===== src/rtl/wb_pkg.sv =====
// wb_pkg: shared widths, write-source tags and load-queue entry type for wb_arbiter
package wb_pkg;
    localparam int DATA_W   = 32;
    localparam int ADDR_W   = 6;
    localparam int NUM_REGS = 32;
    localparam int IDX_W    = $clog2(NUM_REGS);

    typedef enum logic [1:0] {WB_NONE, WB_ALU, WB_LOAD} wb_src_e;

    typedef struct packed {
        logic [ADDR_W-1:0] rd;
        logic [DATA_W-1:0] data;
    } lq_entry_t;
endpackage


===== src/rtl/wb_arbiter_if.sv =====
// ctrl_bus_if: clock and asynchronous active-high reset distributed to the write-back block
interface ctrl_bus_if;
    logic clk;
    logic reset;
    modport master (output clk, reset);
    modport central (input clk, reset);
endinterface


===== src/rtl/wb_fifo.sv =====
// wb_fifo: load-return FIFO; pointers wrap modulo DEPTH, push and pop together keep count
module wb_fifo
    import wb_pkg::*;
#(
    parameter type T     = lq_entry_t,
    parameter int  DEPTH = 4
) (
    input  logic                         clk,
    input  logic                         rst,
    input  logic                         push,
    input  logic                         pop,
    input  T                             din,
    output logic                         full,
    output logic                         empty,
    output logic [$clog2(DEPTH+1)-1:0]   count,
    output T                             head
);
    localparam int PW = $clog2(DEPTH);
    localparam int CW = $clog2(DEPTH + 1);
    T mem [DEPTH];
    logic [PW-1:0] wp, rp;
    // read/write pointers and occupancy
    always_ff @(posedge clk or posedge rst) begin
        if (rst) begin
            wp <= '0;
            rp <= '0;
            count <= '0;
        end else begin
            wp <= wp + PW'(push);
            rp <= rp + PW'(pop);
            count <= count + CW'(push) - CW'(pop);
        end
    end
    // storage is never read outside the live window, so it carries no reset
    always_ff @(posedge clk) begin
        if (push) mem[wp] <= din;
    end
    assign full = count == CW'(DEPTH);
    assign empty = count == '0;
    assign head = mem[rp];
endmodule


===== src/rtl/wb_arbiter.sv =====
// wb_arbiter: merges ALU and load-return writes onto the regfile write port and tracks pending loads
// Build option WB_FORWARD_EN: adds write-port forwarding outputs and drops the write-port stall term
module wb_arbiter
    import wb_pkg::*;
#(
    parameter int LQ_DEPTH = 4
) (
    ctrl_bus_if.central                      ctrl_bus,
    input  logic                             alu_valid,
    output logic                             alu_ready,
    input  logic [ADDR_W-1:0]                alu_rd,
    input  logic [DATA_W-1:0]                alu_data,
    input  logic                             ld_valid,
    output logic                             ld_ready,
    input  logic [ADDR_W-1:0]                ld_rd,
    input  logic [DATA_W-1:0]                ld_data,
    input  logic                             issue_valid,
    input  logic [ADDR_W-1:0]                issue_rd,
    input  logic [ADDR_W-1:0]                rs,
    input  logic [ADDR_W-1:0]                rt,
    output logic                             rs_busy,
    output logic                             rt_busy,
    output logic                             reg_write,
    output logic [ADDR_W-1:0]                rd,
    output logic [DATA_W-1:0]                reg_in,
    output logic [$clog2(LQ_DEPTH+1)-1:0]    lq_count
`ifdef WB_FORWARD_EN
    ,
    output logic                             rs_fwd_valid,
    output logic [DATA_W-1:0]                rs_fwd_data,
    output logic                             rt_fwd_valid,
    output logic [DATA_W-1:0]                rt_fwd_data
`endif
);
    logic full, empty, push, pop;
    lq_entry_t head;
    wb_src_e sel, src;
    logic [NUM_REGS-1:0] pending, set, clr;
    logic rs_wp, rt_wp;
    logic unused_hi;

    assign alu_ready = !full;
    assign ld_ready = !full;
    assign push = ld_valid && !full && ld_rd[IDX_W-1:0] != '0;
    assign sel = full ? WB_LOAD
               : (alu_valid && alu_rd[IDX_W-1:0] != '0) ? WB_ALU
               : !empty ? WB_LOAD : WB_NONE;
    assign pop = sel == WB_LOAD;

    wb_fifo #(.T(lq_entry_t), .DEPTH(LQ_DEPTH)) u_fifo (
        .clk   (ctrl_bus.clk),
        .rst   (ctrl_bus.reset),
        .push  (push),
        .pop   (pop),
        .din   (lq_entry_t'({ld_rd, ld_data})),
        .full  (full),
        .empty (empty),
        .count (lq_count),
        .head  (head)
    );

    // registered write port: the source picked this cycle is presented next cycle
    always_ff @(posedge ctrl_bus.clk or posedge ctrl_bus.reset) begin
        if (ctrl_bus.reset) begin
            reg_write <= 1'b0;
            rd <= '0;
            reg_in <= '0;
            src <= WB_NONE;
        end else begin
            reg_write <= sel != WB_NONE;
            src <= sel;
            rd <= sel == WB_ALU ? alu_rd : sel == WB_LOAD ? head.rd : '0;
            reg_in <= sel == WB_ALU ? alu_data : sel == WB_LOAD ? head.data : '0;
        end
    end

    assign set = (NUM_REGS'(issue_valid) << issue_rd[IDX_W-1:0]) & ~NUM_REGS'(1);
    assign clr = NUM_REGS'(reg_write && src == WB_LOAD) << rd[IDX_W-1:0];

    // scoreboard: a new issue outranks the clear from a load leaving the write port
    always_ff @(posedge ctrl_bus.clk or posedge ctrl_bus.reset) begin
        if (ctrl_bus.reset) pending <= '0;
        else pending <= (pending & ~clr) | set;
    end

`ifdef WB_FORWARD_EN
    assign rs_wp = 1'b0;
    assign rt_wp = 1'b0;
    assign rs_fwd_valid = reg_write && rd[IDX_W-1:0] == rs[IDX_W-1:0] && rs[IDX_W-1:0] != '0;
    assign rt_fwd_valid = reg_write && rd[IDX_W-1:0] == rt[IDX_W-1:0] && rt[IDX_W-1:0] != '0;
    assign rs_fwd_data = reg_in;
    assign rt_fwd_data = reg_in;
`else
    assign rs_wp = reg_write && rd[IDX_W-1:0] == rs[IDX_W-1:0];
    assign rt_wp = reg_write && rd[IDX_W-1:0] == rt[IDX_W-1:0];
`endif
    assign rs_busy = rs[IDX_W-1:0] != '0 && (pending[rs[IDX_W-1:0]] || rs_wp);
    assign rt_busy = rt[IDX_W-1:0] != '0 && (pending[rt[IDX_W-1:0]] || rt_wp);
    assign unused_hi = ^{rs[ADDR_W-1:IDX_W], rt[ADDR_W-1:IDX_W], issue_rd[ADDR_W-1:IDX_W]};
endmodule


===== src/flat_wrapper.sv =====
// flat-port wrapper written by rule: the top's interface ports become plain ports
module wb_arbiter_flat import wb_pkg::*;
#(
    parameter int LQ_DEPTH = 4
)
  (alu_valid, alu_ready, alu_rd, alu_data, ld_valid, ld_ready, ld_rd, ld_data, issue_valid, issue_rd, rs, rt, rs_busy, rt_busy, reg_write, rd, reg_in, lq_count, ctrl_bus_clk, ctrl_bus_reset);
  ctrl_bus_if ctrl_bus_i ();
  input  logic alu_valid;
  output logic alu_ready;
  input  logic [ADDR_W-1:0] alu_rd;
  input  logic [DATA_W-1:0] alu_data;
  input  logic ld_valid;
  output logic ld_ready;
  input  logic [ADDR_W-1:0] ld_rd;
  input  logic [DATA_W-1:0] ld_data;
  input  logic issue_valid;
  input  logic [ADDR_W-1:0] issue_rd;
  input  logic [ADDR_W-1:0] rs;
  input  logic [ADDR_W-1:0] rt;
  output logic rs_busy;
  output logic rt_busy;
  output logic reg_write;
  output logic [ADDR_W-1:0] rd;
  output logic [DATA_W-1:0] reg_in;
  output logic [$clog2(LQ_DEPTH+1)-1:0] lq_count;
  input wire logic [$bits(ctrl_bus_i.clk)-1:0] ctrl_bus_clk;
  input wire logic [$bits(ctrl_bus_i.reset)-1:0] ctrl_bus_reset;
  assign ctrl_bus_i.clk = ctrl_bus_clk;
  assign ctrl_bus_i.reset = ctrl_bus_reset;
  wb_arbiter #(.LQ_DEPTH(LQ_DEPTH)) u_core (.ctrl_bus(ctrl_bus_i), .alu_valid(alu_valid), .alu_ready(alu_ready), .alu_rd(alu_rd), .alu_data(alu_data), .ld_valid(ld_valid), .ld_ready(ld_ready), .ld_rd(ld_rd), .ld_data(ld_data), .issue_valid(issue_valid), .issue_rd(issue_rd), .rs(rs), .rt(rt), .rs_busy(rs_busy), .rt_busy(rt_busy), .reg_write(reg_write), .rd(rd), .reg_in(reg_in), .lq_count(lq_count));
endmodule

===== config.mk =====
export PLATFORM = sky130hd
export DESIGN_NAME = wb_arbiter_flat
export DESIGN_NICKNAME = d
export VERILOG_FILES = /design/src/rtl/wb_pkg.sv /design/src/rtl/wb_arbiter_if.sv /design/src/rtl/wb_fifo.sv /design/src/rtl/wb_arbiter.sv /design/src/flat_wrapper.sv
export SDC_FILE = /design/constraint.sdc
export NUM_CORES = 1
export LEC_CHECK = 0
export ABC_CLOCK_PERIOD_IN_PS = 5150
export CORE_AREA = 10 10 143 145
export DETAILED_ROUTE_END_ITERATION = 16
export DIE_AREA = 0 0 153 155
export GPL_TIMING_DRIVEN = 0
export PLACE_DENSITY_LB_ADDON = 0.1
export RECOVER_POWER = 25
export REMOVE_ABC_BUFFERS = 1
export SLEW_MARGIN = 20
export SYNTH_ARGS = -nofsm -noshare
export SYNTH_HDL_FRONTEND = slang
export SYNTH_SLANG_ARGS = --single-unit
export TNS_END_PERCENT = 20

===== constraint.sdc =====
create_clock -name ctrl_bus_clk -period 5.15 [get_ports ctrl_bus_clk]
set_clock_uncertainty 0.1 [all_clocks]
set_input_delay 1.545 -clock ctrl_bus_clk [delete_from_list [all_inputs] [get_ports ctrl_bus_clk]]
set_output_delay 1.545 -clock ctrl_bus_clk [all_outputs]
set_load 0.05 [all_outputs]

==> metrics.csv <==
stage,metric,value,unit
status,status,"complete, but fails checks",
status,failing checks,max-capacitance violations,
timing,Final setup viols,0,
timing,"Hold Vio Cnt, Final",0,
routing,Starting DRT DRC Count,348,
timing,final setup TNS,0,ns
routing,vias post-DR,5385,
die,die height,155,um
cells_and_area,most frequent cells in the layout,"152 x edfxtp_1, 107 x clkdlybuf4s50_1, 78 x dfrtp_1, 63 x o21ai_0, 56 x mux4_2",
timing,relative slew slack,0.0140,
clock_tree,clk_lat worst skew,0.51,ns
min_path,Worst Hold End,u_core.pending[0],
synthesis,fraction of registers with async set/reset,0.345,
synthesis,number of synthesized flops with an enable pin,152,
synthesis,Synth Flop Type,edfxtp_1,
power_and_ir_drop,Net Sw Frac,0.348,
power_and_ir_drop,power density cells,598,nW/um2
global_route,global route overflow,0,
clock_tree,total CTS buffers,24,
global_route,Overall Global Routing Usage,0.183,
critical_path,Reg-to-Reg End,u_core.u_fifo.count[2],
placed_design,DP HPWL,15.8,mm
placed_design,gpl congestion,0.857,
synthesis,Post-Syn Area,9370,um2
critical_path,flop2flop setup slack,1.79,ns
routing,drt total wl,21.9,mm
routing,drt drc,0,
die,Cell Rows,49,
power_and_ir_drop,leakage power,0.00420,uW
min_path,min-delay worst type,reg2reg,
min_path,Hold Path Stages,1,
clock_tree,Bufs on Longest Clock Path,3,
min_path,hold_sp,u_core.pending[0],
die,die area,23700,um2
critical_path,Critical Path AT,3.46,ns
global_route,first-pass GRT wire length,34.4,mm
critical_path,Worst Setup Path Type,in2out,
power_and_ir_drop,part of the power in the clock network,0.227,
clock_tree,H-tree levels,1,
die,Core Box Area,17700,um2
synthesis,"Seq/Total Area, Yosys",0.701,
synthesis,Gate Count Post-Synth,522,
critical_path,reg2reg path depth,9,
synthesis,Yosys warnings,0,
power_and_ir_drop,P_sw,2490,uW
synthesis,syn avg cell area,18.0,um2
timing,"Period Utilization, post-route",0.991,
global_route,number of global-route vias before repair,5981,
die,I/O pin cnt,145,
placed_design,Setup Slack @ Placement,-0.936,ns
run,maxcap violations,1,
global_route,largest net degree at the start of global routing,54,
routing,ANT nets after route,0,
timing,Final WS setup,0.0471,ns
critical_path,Crit. End Element,output pin,
timing,fmax,0.196,GHz
clock_tree,CTS tree,built,
timing,max-slew violations,0,
die,Initial Util,0.531,
timing,Least-Margin Pin Slew,1.47,ns
power_and_ir_drop,combinational power share,0.367,
cells_and_area,Final #Nets,786,
timing,crit path time final,5.10,ns
cells_and_area,"commonest non-fill, non-tap cell in the layout",edfxtp_1,
routing,WL/cell,23.6,um
clock_tree,CTS root buf,clkbuf_16,
die,die width,153,um
cells_and_area,share of cells above drive strength 1,0.184,
critical_path,worst-path fanout max,9,
routing,DR vias/cell,5.79,
clock_tree,# clock sinks,232,
global_route,initial antenna violation count,5,
power_and_ir_drop,Internal,4660,uW
power_and_ir_drop,Flop pwr share,0.406,
critical_path,FF-to-FF Start,u_core.u_fifo.count[1],
clock_tree,Clock Pin Slew Worst Setup and Hold Paths,0.06,ns
routing,First-pass DRT Iterations,4,
placed_design,I/O Buffers,141,
critical_path,CP startpoint kind,input port,
power_and_ir_drop,Worst IR Drop VDD,0.000446,V
critical_path,Critical Path RT,3.51,ns
cells_and_area,Area Overhead vs Synth,27.4,%
synthesis,Netlist cell types,47,
synthesis,#FFs+latches synth,232,
timing,unrepaired setup endpoints after global routing,true,
[timing repair]
item,in CTS,in global routing
setup buffers,0,0
resized for setup,21,4
setup endpoints to repair,2,2
hold buffers,0,0
pin swaps,0,0
[worst max-delay path: stages]
cell and delay, ns:
clkdlybuf4s50_1 0.68, mux4_2 0.27, o2bb2ai_1 0.07, o221a_2 0.24, o22ai_1 0.10, dlygate4sd2_1 0.55
[layer usage]
metal  global-route usage  part of all wire  up-vias
li1                     -                 -     2425
met1                0.221              0.39     2746
met2                0.321              0.52      169
met3               0.0469             0.068       37
met4               0.0509             0.017        8
met5                    0            0.0017        -
[Yosys cell counts (2+ instances only)]
| library cell | n | area share |
|---|---|---|
| nand3_1 | 5 | 0.0027 |
| xnor2_1 | 7 | 0.0065 |
| clkbuf_1 | 11 | 0.0044 |
| nor3b_1 | 2 | 0.0016 |
| or3b_2 | 2 | 0.0019 |
| nor4_1 | 2 | 0.0013 |
| mux4_2 | 56 | 0.13 |
| nor2b_1 | 4 | 0.0027 |
| dfrtp_1 | 80 | 0.21 |
| nand3b_1 | 2 | 0.0016 |
| or4_1 | 3 | 0.0024 |
| mux2_2 | 3 | 0.0036 |
| buf_4 | 2 | 0.0016 |
| ha_1 | 4 | 0.0053 |
| inv_1 | 7 | 0.0028 |
| xor2_1 | 7 | 0.0065 |
| nand2_1 | 15 | 0.0060 |
| edfxtp_1 | 152 | 0.49 |
| o21ai_0 | 63 | 0.034 |
| o22ai_1 | 2 | 0.0013 |
| nand2b_1 | 10 | 0.0067 |
| nor3_1 | 2 | 0.0011 |
| a22o_1 | 38 | 0.036 |
| mux2i_1 | 3 | 0.0032 |
| or2_2 | 2 | 0.0013 |
| buf_6 | 2 | 0.0024 |
| nand4_1 | 2 | 0.0013 |
| o221a_2 | 2 | 0.0024 |
| buf_2 | 11 | 0.0059 |
| nor2_1 | 4 | 0.0016 |
[kinds of logic (layout without fill, tap and decap cells)]
logic type / Yosys count / count (layout) / share of synthesized area
DFF: 232 / 232 / 0.701
AOI/OAI and AO/OA: 114 / 114 / 0.0804
muxes: 62 / 62 / 0.141
and+or+nand+nor: 61 / 61 / 0.0384
buffers and inverters: 34 / 212 / 0.0187
xor gates and xnor gates: 14 / 14 / 0.0131
adders and majority gates: 5 / 5 / 0.00748
other: 0 / 1 / 0
[per-stage QoR]
stage               cells  power, uW  utilization  area, um2  hold slack, ns
finish                930       7140        0.676      11900           0.426
global route          929       7490        0.676      11900           0.446
CTS                   929       7230        0.676      11900           0.429
detailed placement    885       5600        0.635      11200           0.415
global placement      865       5460        0.619      10900           0.406
floorplan             495       4550            -       9220           0.370
[cell type report]
cell class	instances	area [um2]
flip-flops and latches	232	6570
fillers	1190	5720
multi-input cells	256	2650
repair buffers	161	1660
clock buffers	37	681
well taps	229	287
clock inverters	7	57.6
inverters	7	27.5
diodes	1	2.50
[flip-flops by register name, summed over array words and instances, names as in the netlist]
signal / count
u_core.u_fifo.mem: 152
u_core.pending: 32
u_core.reg_in: 32
u_core.rd: 6
u_core.u_fifo.count: 3
u_core.src: 2
u_core.u_fifo.rp: 2
u_core.u_fifo.wp: 2
u_core.reg_write: 1
[worst max path at each step]
stage | cells after the start | to | startpoint | slack [ns]
after CTS | 6 | rt_busy | rt[1] | 0.001
after detailed placement | 6 | rs_busy | rs[0] | -0.94
after floorplan | 3 | u_core.u_fifo.mem[2][0] | ld_rd[3] | -0.11
after global placement | 4 | u_core.u_fifo.mem[2][31] | ld_rd[0] | -3.13
after global routing | 6 | rt_busy | rt[3] | -0.02
final | 6 | rt_busy | rt[3] | 0.05
[power groups by stage]
stage / Combinational [uW] / Clock [uW] / Sequential (uW)
finish: 2620 / 1620 / 2900
global route: 2800 / 1730 / 2960
CTS: 2670 / 1660 / 2900
detailed placement: 2670 / 0 / 2930
global placement: 2420 / 0 / 3030
floorplan: 1090 / 0 / 3470
Note: power is estimated with default switching activity, not from simulation.
